--- src/rtl/id_2r_stage.sv ---
// id_2r_stage: decode stage for the counter / CPUCFG instruction group.
// Each lane is decoded combinationally at the input. The decoded bundle is
// held in a two-entry skid buffer: a main register that drives the outputs
// and a skid register. in_ready is registered and means "skid register is
// empty", so it never depends combinationally on out_ready.
module id_2r_stage #(
   parameter int DECODE_WIDTH = 2,
   parameter int EXC_W        = 7
) (
   input  logic                          clk,
   input  logic                          rst_n,
   input  logic                          flush,
   input  logic                          in_valid,
   output logic                          in_ready,
   input  logic [DECODE_WIDTH-1:0]       in_lane_mask,
   input  logic [32*DECODE_WIDTH-1:0]    in_pc,
   input  logic [32*DECODE_WIDTH-1:0]    in_inst,
   input  logic [EXC_W*DECODE_WIDTH-1:0] in_exc_cause,
   output logic                          out_valid,
   input  logic                          out_ready,
   output logic [DECODE_WIDTH-1:0]       out_lane_mask,
   output logic [32*DECODE_WIDTH-1:0]    out_pc,
   output logic [32*DECODE_WIDTH-1:0]    out_inst,
   output logic [DECODE_WIDTH-1:0]       out_inst_valid,
   output logic [DECODE_WIDTH-1:0]       out_reg_write_en,
   output logic [DECODE_WIDTH-1:0]       out_reg1_read_en,
   output logic [DECODE_WIDTH-1:0]       out_csr_read_en,
   output logic [DECODE_WIDTH-1:0]       out_is_cnt,
   output logic [DECODE_WIDTH-1:0]       out_is_exception,
   output logic [5*DECODE_WIDTH-1:0]     out_reg_write_addr,
   output logic [5*DECODE_WIDTH-1:0]     out_reg1_read_addr,
   output logic [8*DECODE_WIDTH-1:0]     out_aluop,
   output logic [3*DECODE_WIDTH-1:0]     out_alusel,
   output logic [EXC_W*DECODE_WIDTH-1:0] out_exception_cause
);

   // ALU operation / selector / exception codes used by this stage
   localparam logic [7:0]       ALU_NOP       = 8'h00;
   localparam logic [7:0]       ALU_RDCNTID   = 8'h60;
   localparam logic [7:0]       ALU_RDCNTVL   = 8'h61;
   localparam logic [7:0]       ALU_RDCNTVH   = 8'h62;
   localparam logic [7:0]       ALU_CPUCFG    = 8'h63;
   localparam logic [2:0]       ALU_SEL_NOP   = 3'b000;
   localparam logic [2:0]       ALU_SEL_CSR   = 3'b110;
   localparam logic [EXC_W-1:0] EXCEPTION_INE = EXC_W'(7'h0D);

   localparam logic [21:0] OP_CPUCFG = 22'h00001B;
   localparam logic [21:0] OP_RDCNT_L = 22'h000018;
   localparam logic [21:0] OP_RDCNT_H = 22'h000019;

   // Per-lane record layout, LSB first:
   //   cause, alusel, aluop, rd1_addr, wr_addr, is_exc, is_cnt, csr_rd_en,
   //   reg1_rd_en, wr_en, inst_valid, inst, pc, lane_present
   localparam int LW = EXC_W + 92;
   localparam int BW = DECODE_WIDTH * LW;

   // Decode one lane into its packed record; absent lanes are all zero.
   function automatic logic [LW-1:0] decode_lane(
      input logic             present,
      input logic [31:0]      pc,
      input logic [31:0]      inst,
      input logic [EXC_W-1:0] exc
   );
      logic [21:0]      opcode;
      logic [4:0]       rj;
      logic [4:0]       rd;
      logic             iv, we, r1e, csre, cnt, is_exc;
      logic [4:0]       wa, ra;
      logic [7:0]       aluop;
      logic [2:0]       alusel;
      logic [EXC_W-1:0] cause;
      opcode = inst[31:10];
      rj     = inst[9:5];
      rd     = inst[4:0];
      iv     = 1'b0;
      we     = 1'b0;
      r1e    = 1'b0;
      csre   = 1'b0;
      cnt    = 1'b0;
      is_exc = 1'b0;
      wa     = 5'd0;
      ra     = 5'd0;
      aluop  = ALU_NOP;
      alusel = ALU_SEL_NOP;
      cause  = '0;
      if (opcode == OP_CPUCFG) begin
         iv     = 1'b1;
         we     = 1'b1;
         wa     = rd;
         r1e    = 1'b1;
         ra     = rj;
         csre   = 1'b1;
         aluop  = ALU_CPUCFG;
         alusel = ALU_SEL_CSR;
      end else if (opcode == OP_RDCNT_L && rd == 5'd0 && rj != 5'd0) begin
         // RDCNTID.W writes its result to rj, not rd
         iv     = 1'b1;
         we     = 1'b1;
         wa     = rj;
         cnt    = 1'b1;
         csre   = 1'b1;
         aluop  = ALU_RDCNTID;
         alusel = ALU_SEL_CSR;
      end else if (opcode == OP_RDCNT_L && rj == 5'd0) begin
         // rd == 0 is legal here and simply suppresses the write
         iv     = 1'b1;
         we     = (rd != 5'd0);
         wa     = rd;
         cnt    = 1'b1;
         aluop  = ALU_RDCNTVL;
         alusel = ALU_SEL_CSR;
      end else if (opcode == OP_RDCNT_H && rj == 5'd0) begin
         iv     = 1'b1;
         we     = (rd != 5'd0);
         wa     = rd;
         cnt    = 1'b1;
         aluop  = ALU_RDCNTVH;
         alusel = ALU_SEL_CSR;
      end else begin
         is_exc = 1'b1;
         cause  = EXCEPTION_INE;
      end
      // An upstream exception outranks INE and kills all register/CSR access
      if (exc != '0) begin
         is_exc = 1'b1;
         cause  = exc;
         we     = 1'b0;
         r1e    = 1'b0;
         csre   = 1'b0;
      end
      if (!present) begin
         return '0;
      end
      return {1'b1, pc, inst, iv, we, r1e, csre, cnt, is_exc,
              wa, ra, aluop, alusel, cause};
   endfunction

   logic [BW-1:0] in_bundle;
   logic [BW-1:0] main_q;
   logic [BW-1:0] skid_q;
   logic          main_vld;
   logic          skid_vld;
   logic          in_ready_q;
   logic          in_fire;
   logic          out_fire;
   logic          main_vld_n;
   logic          skid_vld_n;
   logic          ld_main_in;
   logic          ld_main_skid;
   logic          ld_skid;

   // Decode every lane of the incoming bundle
   always_comb begin
      in_bundle = '0;
      for (int l = 0; l < DECODE_WIDTH; l++) begin
         in_bundle[l*LW +: LW] = decode_lane(in_lane_mask[l],
                                             in_pc[l*32 +: 32],
                                             in_inst[l*32 +: 32],
                                             in_exc_cause[l*EXC_W +: EXC_W]);
      end
   end

   // Bundles with no lane present are accepted but never stored; flush drops input
   assign in_fire  = in_valid & in_ready_q & ~flush & (|in_lane_mask);
   assign out_fire = main_vld & out_ready;

   // Next-state and load selection for the two buffer entries
   always_comb begin
      main_vld_n   = main_vld;
      skid_vld_n   = skid_vld;
      ld_main_in   = 1'b0;
      ld_main_skid = 1'b0;
      ld_skid      = 1'b0;
      if (flush) begin
         main_vld_n = 1'b0;
         skid_vld_n = 1'b0;
      end else if (!main_vld) begin
         if (in_fire) begin
            main_vld_n = 1'b1;
            ld_main_in = 1'b1;
         end
      end else if (out_fire) begin
         if (skid_vld) begin
            // in_ready is low while skid is full, so no new input competes
            ld_main_skid = 1'b1;
            skid_vld_n   = 1'b0;
         end else if (in_fire) begin
            ld_main_in = 1'b1;
         end else begin
            main_vld_n = 1'b0;
         end
      end else if (in_fire) begin
         ld_skid    = 1'b1;
         skid_vld_n = 1'b1;
      end
   end

   // Control registers; in_ready stays low until the first edge after reset
   always_ff @(posedge clk or negedge rst_n) begin
      if (!rst_n) begin
         main_vld   <= 1'b0;
         skid_vld   <= 1'b0;
         in_ready_q <= 1'b0;
      end else begin
         main_vld   <= main_vld_n;
         skid_vld   <= skid_vld_n;
         in_ready_q <= ~skid_vld_n;
      end
   end

   // Payload registers; main holds steady unless it drains or is reloaded
   always_ff @(posedge clk or negedge rst_n) begin
      if (!rst_n) begin
         main_q <= '0;
         skid_q <= '0;
      end else begin
         if (ld_main_in) begin
            main_q <= in_bundle;
         end else if (ld_main_skid) begin
            main_q <= skid_q;
         end
         if (ld_skid) begin
            skid_q <= in_bundle;
         end
      end
   end

   assign in_ready  = in_ready_q;
   assign out_valid = main_vld;

   for (genvar l = 0; l < DECODE_WIDTH; l++) begin : g_lane
      localparam int B = l * LW;
      assign out_exception_cause[l*EXC_W +: EXC_W] = main_q[B +: EXC_W];
      assign out_alusel[l*3 +: 3]                  = main_q[B+EXC_W +: 3];
      assign out_aluop[l*8 +: 8]                   = main_q[B+EXC_W+3 +: 8];
      assign out_reg1_read_addr[l*5 +: 5]          = main_q[B+EXC_W+11 +: 5];
      assign out_reg_write_addr[l*5 +: 5]          = main_q[B+EXC_W+16 +: 5];
      assign out_is_exception[l]                   = main_q[B+EXC_W+21];
      assign out_is_cnt[l]                         = main_q[B+EXC_W+22];
      assign out_csr_read_en[l]                    = main_q[B+EXC_W+23];
      assign out_reg1_read_en[l]                   = main_q[B+EXC_W+24];
      assign out_reg_write_en[l]                   = main_q[B+EXC_W+25];
      assign out_inst_valid[l]                     = main_q[B+EXC_W+26];
      assign out_inst[l*32 +: 32]                  = main_q[B+EXC_W+27 +: 32];
      assign out_pc[l*32 +: 32]                    = main_q[B+EXC_W+59 +: 32];
      assign out_lane_mask[l]                      = main_q[B+EXC_W+91];
   end

endmodule

--- config.mk ---
export PLATFORM = sky130hd
export DESIGN_NAME = id_2r_stage
export DESIGN_NICKNAME = d
export VERILOG_FILES = /design/src/rtl/id_2r_stage.sv
export SDC_FILE = /design/constraint.sdc
export NUM_CORES = 1
export LEC_CHECK = 0
export CELL_PAD_IN_SITES_DETAIL_PLACEMENT = 0
export CELL_PAD_IN_SITES_GLOBAL_PLACEMENT = 1
export CORE_UTILIZATION = 39
export DETAILED_ROUTE_END_ITERATION = 8
export PLACE_DENSITY_LB_ADDON = 0.1
export SLEW_MARGIN = 30
export SYNTH_ARGS = -nofsm -noshare
export SYNTH_HDL_FRONTEND = slang
export SYNTH_SLANG_ARGS = --single-unit
--- constraint.sdc ---
create_clock -name clk -period 2.4 [get_ports clk]
set_clock_uncertainty 0.05 [all_clocks]
set_input_delay 0.36 -clock clk [delete_from_list [all_inputs] [get_ports clk]]
set_output_delay 0.36 -clock clk [all_outputs]
set_load 0.03 [all_outputs]
======== Word-level counts from Yosys, hierarchy flattened ========
Cells that the tools add are included.
operators by class
  $add $sub $neg .......................... 0
  multiply operators ...................... 0
  divide/modulo/power cells ............... 0
  magnitude comparators ................... 0
  eq/ne operators ......................... 6
  shifts and indexed selects .............. 0
  muxes and demuxes ....................... 100
  bitwise operators ....................... 6
  reductions and logical operators ........ 20
operator list
  operator                                              count
  two-way mux 198 bit                                   2
  two-way mux 99 bit                                    2
  equality test 22 x 5 -> 1 bit, second input constant  6
  two-way mux 7 bit                                     11
  two-way mux 1 bit                                     60
  two-way mux 5 bit                                     10
  two-way mux 4 bit                                     7
  two-way mux 3 bit                                     8
  logical NOT 5 bit                                     4
  nonzero test 5 bit                                    4
  nonzero test 7 bit                                    2
  logical AND 1 bit                                     8
  AND 1 bit                                             4
  inverter 1 bit                                        2
  nonzero test 2 bit                                    1
  OR reduction 2 bit                                    1
word-level totals
  register bits ........................... 399
  bits in latches ......................... 0
  bits in writable memories ............... 0
  memory bits (read-only) ................. 0
  output and inout bits ................... 200
  word-level logic and storage cells ...... 137
  memories kept ........................... 0

======== Longest topological paths before layout ========
Gate-level depths: netlist of the first run.
  depth after elaboration ................. 9
  depth in mapped cells ................... 9

======== Worst setup path after synthesis of the first run ========
OpenSTA, ideal clock, no wires.
  path type ............................... register to register
  start ................................... register main_vld (netlist: out_valid)
  end ..................................... register main_q[100]
  setup time .............................. 0.127 ns
  arrival time ............................ 1.921 ns
  required time ........................... 2.223 ns
  setup slack ............................. 0.302 ns
  cell stages (with the launch flop) ...... 9
  cells stage by stage .................... dfrtp_1 -> buf_2 -> nand2_1 -> a221o_1 -> buf_2 -> clkbuf_1 -> buf_2 -> a222oi_1 -> inv_1
on the way
  cells in the longest elaborated chain, start to end .. 5
ends and longest elaborated chain
  what                                                       RTL line  RTL
  start, declared                                            141       logic main_vld;
  start signal, assigned                                     205       main_vld <= main_vld_n;
  AND 1 bit                                                  165       assign out_fire = main_vld & out_ready;
  two-way mux 1 bit                                          182       end else if (out_fire) begin
  two-way mux 1 bit                                          177       end else if (!main_vld) begin
  two-way mux 1 bit                                          174       if (flush) begin
  two-way mux 198 bit or nonzero test 2 bit (tied branches)  --
  end signal, assigned                                       218       main_q <= in_bundle;
  end signal, assigned                                       220       main_q <= skid_q;
  end, declared                                              139       logic [BW-1:0] main_q;
Several ways; a longest one is shown, not always the timed one.
A chain may end at the register's enable or synchronous reset.

======== Worst setup path in the final report of the first run ========
  start ................................... register main_vld (netlist: out_valid)
  end ..................................... output out_valid
RTL lines
  what           RTL line  RTL
  end, declared  19        output logic out_valid,
No word-level cell between the ends.

==> results by stage, run 1 <==
Floorplanning:
- The floorplan step defined a core boundary enclosing 38800 um2.
- The die span in x is 201 um.
- The starting density of the core is 39.7%.
- The count of standard-cell rows is 72.
- The die covers 40300 um2.
- The die is 201 um tall.
- In this run the count of I/O pins placed on the die edge is 349.

Clock tree:
- The clock net in this run drives a total of 367 sinks.
- After clock tree synthesis, the clock-pin slew on the worst setup and hold paths is 60 ps.
- The number of buffers on the longest clock path is 3.
- TritonCTS built the clock tree.
- The root buffer cell chosen for the clock tree is clkbuf_16.
- The number of buffers inserted during clock tree synthesis is 42.
- The worst-skew pair later-pin latency is 530 ps.
- The H-tree depth is 2.

Global route:
- The maximum number of pins on one net before global-route repair is 69.
- The via count of the first global-routing pass is 13.0k.
- Global routing consumed, on the met2 layer, 36.0% of the routing resources.
- The fraction of met1 tracks used by global routing is 32.7%.
- The number of antenna violations at the first check in global routing is 8.
- The final global-route overflow total is 0.
- The busiest metal layer after global routing is met2.
- The global routing met3 resource utilization is 5.73%.
- The first global-routing pass estimated 75.3 mm of wire.
- The all-layer global routing usage is 23.5%.

Routing:
- The first routing iteration left 1435 violations.
- For this run, the detailed router's first-pass iteration total came to 8.
- After detailed routing, the number of remaining DRC violations is 0.
- After detailed routing, the number of vias per cell comes to 5.48.
- The wire length per cell after detailed routing is 20.0 um.
- Once detail routing completed, the nets flagged for antenna violations numbered 0.
- After detailed routing, the total wire length is 48.2 mm.
- The final route contains 13.2k vias.

Layout:
- The signed area change from the synthesized netlist to the final layout is 38.9%.
- The share of post-route cells with drive strength above 1 is 10.4%.
- The library cell used most frequently in the layout, excluding fill and tap cells, is dfrtp_1.
- The top cell types in the final layout, fill and taps aside, are 367 x dfrtp_1, 334 x clkdlybuf4s50_1, 314 x nand2_1.
- Counting the fill cells in the layout gives 3406.
- Cells fill 55.2% of the core in the end.
- The net total in the final layout is 2006.

Synthesis:
- Summed over all instances, the cell type with the most area after synthesis is dfrtp_1.
- The synthesized netlist occupies a cell area of 15400 um2.
- The flip-flop cell with the highest count after synthesis is dfrtp_1.
- The area share of the leading cell type in the synthesized netlist is 59.5%.
- Counting every instance in the synthesized netlist gives 1496.
- For this run, the number of Yosys warnings is 0.
- In this run, synthesis produced a sequential element count of 367.
- Counting flops with a built-in enable in the synthesized netlist gives 0.
- By area the synthesized netlist is led by dfrtp_1 60%, a222oi_1 8.8%, nand2_1 7.6%.
- The fraction of synthesis flops using an asynchronous set or reset pin is 100%.
- The netlist uses 57 different library cells.
- The average size of a mapped cell is 10.3 um2.
- The sequential area share after synthesis is 59.5%.

Placement:
- The port buffer count is 338.
- The routability-driven placement congestion ratio is 0.818.
- The half-perimeter wire length after placement is 32.3 mm.

Setup path:
- The required time reported for the critical path endpoint is 1990 ps.
- The worst setup path is launched from a register.
- The kind of cell with the highest combined delay along the critical path is buffers and inverters.
- Data arrives at the worst endpoint at 1760 ps.
- STA classifies the critical path endpoint as an output port.
- The number of buffers and inverters on the critical path is 2.
- The standard cell with the maximum stage delay on the critical path is dfrtp_1.
- By startpoint and endpoint, the worst setup path is classified as register to output port.
- On the worst path, the slowest cell contributes a delay of 520 ps.
- The critical path goes through buf_4, dlygate4sd2_1.
- The critical-path maximum fanout is 9.

STA:
- At the pin with the least slew margin, the transition time is 847 ps.
- The number of endpoints with negative hold slack in the final report is 0.
- The worst max-slew margin expressed relative to the limit is 43.5%.
- The final critical delay including setup and external delays is 2170 ps.
- The worst hold slack across all endpoints is 127 ps.
- Setup repair after global routing left no endpoint under its margin.
- The max-slew violation count was 0.
- In the finished design, the share of the clock period the worst path needs comes to 90.3%.
- Based on the critical path, the design can be clocked at up to 462 MHz.
- Setup violations remaining at the end of the flow were counted as 0.

Run:
- Across the run, the number of max-cap violations was 0.

Power:
- The leakage power is 10.2 nW.
- The power density normalized to cell area is 823 nW/um2.
- The total design power is 17.6 mW.
- Across the VDD grid, the largest voltage drop is 493 uV.

Run status:
- The flow ran to the end, and the final reports show no timing, DRC or antenna violations.

Hold path:
- In this run the worst hold path is classified as input pin to register.
## kinds of logic (layout without fill, tap and decap cells)
logic type	count (synthesis)	after routing	share of synthesized area [%]
and+or+nand+nor	454	454	13.1
buffers and inverters	280	659	7.67
AOI/OAI and AO/OA	391	391	19.5
other	1	15	0.0243
DFF	367	367	59.5
muxes	3	3	0.195
## final timing paths
kind | slack [ps] | depth (start not counted) | endpoint | from
max | 230 | 2 | out_valid | out_valid
min | 130 | 3 | skid_q[104] | in_lane_mask[1]
max reg2reg | 330 | 4 | skid_q[109] | out_valid
min reg2reg | 420 | 2 | skid_q[83] | skid_q[83]
max in group asynchronous | 1250 | 3 | skid_q[192] | rst_n
min in group asynchronous | 250 | 2 | skid_q[24] | rst_n
## sequential cells by signal, indices dropped and copies added (netlist names)
name       count
out_valid      1
skid_q       182
main_q       182
skid_vld       1
in_ready       1
## stage by stage
stage               cells  area [um2]  setup TNS, ps  setup WS [ps]
CTS                  2402       21400              0            227
global route         2407       21400              0            190
floorplan            1505       15500              0            302
detailed placement   2330       20000           -115          -34.7
finish               2407       21400              0            233
global placement     2330       20000           -101          -38.7
## worst register-to-register path, delay by kind of cell (launching register included)
kind | cells | cell delay, ps
and+or+nand+nor | 2 | 820
buffers and inverters | 1 | 250
DFF | 1 | 520
AOI/OAI and AO/OA | 1 | 310
## final cells by class
class,count,area [um2],area share [%]
clock buffers,69,1400,6.52
multi-input cells,858,5130,23.9
clock inverters,2,35.0,0.164
flip-flops and latches,367,9180,42.9
repair buffers,443,4470,20.9
well taps,518,648,3.03
inverters,145,544,2.54
diodes,5,12.5,0.0584
## power by group
group	internal (mW)	switching (mW)	total, mW
logic	1.56	2.04	3.60
registers	7.02	0.523	7.54
clock network	4.04	2.45	6.49
## metal layers
layer / vias up / wire length, um
met5: - / 44
met4: 6 / 1130
met3: 71 / 3720
met2: 464 / 22500
met1: 6557 / 20700
li1: 6100 / -
## cells in the mapped netlist (all sizes together), types with 5 or more instances
| cell | number |
|---|---|
| a221o | 5 |
| nand2 | 314 |
| a31o | 5 |
| a211oi | 6 |
| o31ai | 18 |
| a222oi | 136 |
| or4 | 5 |
| inv | 144 |
| dfrtp | 367 |
| nor2 | 6 |
| nor4 | 14 |
| nor3 | 9 |
| o21ai | 136 |
| o41ai | 5 |
| a21oi | 12 |
| nand4 | 6 |
| a22o | 10 |
| clkbuf | 72 |
| a22oi | 43 |
| buf | 63 |
| nand3 | 76 |
## repair_timing
item | CTS | global route
setup endpoints to repair | 1 | 0
setup buffers | 0 | 0
hold buffers | 1 | 0
resized for setup | 1 | 0
endpoints found under the hold margin | 36 | 0
Note: power is estimated with default switching activity, not from simulation.
==> run 2: changes to the inputs <==
--- a/config.mk
+++ b/config.mk
@@ -5,9 +5,7 @@
 export SDC_FILE = /design/constraint.sdc
 export NUM_CORES = 1
 export LEC_CHECK = 0
-export CELL_PAD_IN_SITES_DETAIL_PLACEMENT = 0
-export CELL_PAD_IN_SITES_GLOBAL_PLACEMENT = 1
-export CORE_UTILIZATION = 39
+export CORE_UTILIZATION = 51
 export DETAILED_ROUTE_END_ITERATION = 8
 export PLACE_DENSITY_LB_ADDON = 0.1
 export SLEW_MARGIN = 30
==> results by stage, run 2 (same netlist as run 1, synthesis figures left out) <==
Run status:
- The run finished, with violations left.
- The final reports fail on DRC.

Placement:
- The cell count after placement is 2199.
- The half-perimeter wire length after placement is 30.5 mm.
- The port buffer count is 338.
- The congestion estimate from routability-driven global placement came to 0.833.

Routing:
- The vias per cell is 5.93.
- Across all layers, the routed design uses 13.5k vias.
- The number of DRC markers after the initial detailed-route iteration is 1689.
- After detailed routing, the average wire length per cell comes to 20.2 um.
- The final layout contains routed wiring with a total length of 45.8 mm.
- The detail route stage leaves a number of antenna-violating nets equal to 0.
- The number of DRC violations after detailed routing is 4.
- The number of search-and-repair iterations in the first detailed-routing pass is 9.

Power:
- After layout, the design draws a total of 17.4 mW.
- IR analysis of the VDD net gives a maximum drop of 878 uV.
- Power spread over the standard cell area amounts to 825 nW/um2.
- For this design the static power due to leakage is 10.1 nW.

Setup path:
- The type of the setup path with the least slack is register to output port.
- In this run the critical register-to-register path is launched from out_valid.
- The critical-path maximum fanout is 10.
- The delay of the slowest cell on the worst path is 820 ps.
- STA classifies the critical path endpoint as an output port.
- The slowest stage of the critical path is the clkdlybuf4s50_1 cell.
- Counting both buffers and inverters, the worst setup path holds a total of 1.
- In this design, the largest share of critical-path delay is due to buffers and inverters.
- Data on the critical path arrives at its endpoint at 1910 ps.
- The required time reported for the critical path endpoint is 1990 ps.
- STA classifies the critical path startpoint as a register.
- The most critical setup path has its startpoint at out_valid.
- The critical path goes through clkdlybuf4s50_1.

Floorplanning:
- The die outline height is 176 um.
- The starting density of the core is 51.9%.
- The die outline area is 30900 um2.
- During I/O placement, the number of pins put on the boundary was 349.
- The total area inside the core boundary comes to 29700 um2.
- The count of standard-cell rows is 63.
- The floorplan step set the die width to 176 um.

Global route:
- Summed over all layers, the global routing overflow is 0.
- The maximum number of pins on one net before global-route repair is 75.
- The number of antenna violations at the first check in global routing came to 1.
- The all-layer global routing usage is 29.8%.
- The via count of the first global-routing pass is 13.4k.
- The first global-routing pass estimated 72.8 mm of wire.

Clock tree:
- The number of hold buffers added after CTS was 1.
- The total number of clock tree sinks is 367.
- Clock-pin slew was measured on the worst setup and hold paths at 60 ps.
- The number of resized instances in the post-cts repair step is 0.
- The number of buffers on the longest clock path is 3.
- The setup fix buffers added after clock tree synthesis is 0.
- The worst-skew pair later-pin latency is 520 ps.
- The H-tree depth is 2.
- TritonCTS built the clock tree.
- The root buffer cell is clkbuf_16.
- TritonCTS created 40 clock buffers.

STA:
- The total of endpoints with negative setup slack in the final report is 0.
- The final setup TNS is 0 ps.
- The final critical delay including setup and external delays is 2320 ps.
- The max-slew violation count is 0.
- For the pin with the worst max-slew slack, the measured transition is 827 ps.
- Derived from the worst setup path, the maximum achievable clock frequency is 431 MHz.
- The worst max-slew margin expressed relative to the limit is 44.9%.
- The number of endpoints with negative hold slack in the final report came to 0.
- Setup repair after global routing left no endpoint under its margin.
- The final worst-path cycle share is 96.7%.

Layout:
- The finished layout holds 2271 standard cells, fillers aside.
- The sequential cell area in the final layout is 9180 um2.
- The number of inserted filler cells in the final layout is 2223.
- Leaving out fill and tap cells, the most frequent cell in the layout is dfrtp_1.
- Leaving out fill and tap cells, the most frequent cells in the layout are 367 x dfrtp_1, 335 x clkdlybuf4s50_1, 314 x nand2_1.
- From synthesis to final layout, the design area changed by 36.7%.
- The largest registers in the layout are main_q x182, skid_q x182.
- The area occupied by multi-input gates is 5130 um2.
- At the end of the flow, the number of nets in the layout was 2001.
- At the end of the flow the core is filled with cells to 70.9%.
- The share of post-route cells with drive strength above 1 is 9.84%.

Hold path:
- The hold path startpoint is in_lane_mask[1].
- The path type of the worst min-delay path is input pin to register.

Run:
- The max-capacitance violation count is 0.
==> run 2: layout make-up <==
class | instances | area share (%)
clock inverters | 9 | 0.700
multi-input cells | 858 | 24.3
repair buffers | 440 | 20.9
diodes | 1 | 0.0119
clock buffers | 61 | 5.60
inverters | 145 | 2.58
flip-flops and latches | 367 | 43.6
well taps | 390 | 2.31
==> run 2: report_power, final <==
part | switching [mW] | leakage (nW) | internal, mW | total (mW)
Combinational | 2.07 | 4.58 | 1.55 | 3.63
Sequential | 0.512 | 4.87 | 7.02 | 7.53
Clock | 2.42 | 0.649 | 3.81 | 6.23
Total | 5.01 | 10.1 | 12.4 | 17.4
==> run 2: path summary, 6_finish.rpt <==
check                                    to  slack (ps)  cells after the start
worst max-delay path              out_valid          80                      1
max in group asynchronous       main_q[186]        1090                      3
worst min register to register   skid_q[85]         420                      2
min in group asynchronous        main_q[37]         340                      2
worst min-delay path            skid_q[134]         260                      3
worst max register to register  main_q[179]         290                      5
==> run 2: metal layers <==
layer / vias to the layer above / part of all wire (%) / global-route usage (%)
met4: 0 / 3.1 / 10.8
met5: - / 0 / 0
met3: 90 / 8.8 / 7.34
met2: 631 / 48 / 47.6
li1: 6076 / - / -
met1: 6672 / 40 / 39.4
==> run 2: through the flow <==
stage | hold WS, ps | instance area, um2 | worst slack [ps]
2_1_floorplan | 14.4 | 15500 | 302
3_3_place_gp | 324 | 19700 | -62.2
3_5_place_dp | 321 | 19700 | -80.7
4_1_cts | 244 | 21100 | 95.0
5_1_grt | 254 | 21100 | 33.6
6_report | 261 | 21100 | 80.3
==> run 2: tightest hold or removal path, stage by stage <==
cell and delay, ps:
buf_2 120, inv_1 200, o31ai_1 110
==> run 3: changes to the inputs <==
--- a/config.mk
+++ b/config.mk
@@ -8,6 +8,7 @@
 export CORE_UTILIZATION = 51
 export DETAILED_ROUTE_END_ITERATION = 8
 export PLACE_DENSITY_LB_ADDON = 0.1
+export SETUP_SLACK_MARGIN = 0.02
 export SLEW_MARGIN = 30
 export SYNTH_ARGS = -nofsm -noshare
 export SYNTH_HDL_FRONTEND = slang
==> results of run 3 <==
Final layout, timing and power as in run 2 (identical DEF).
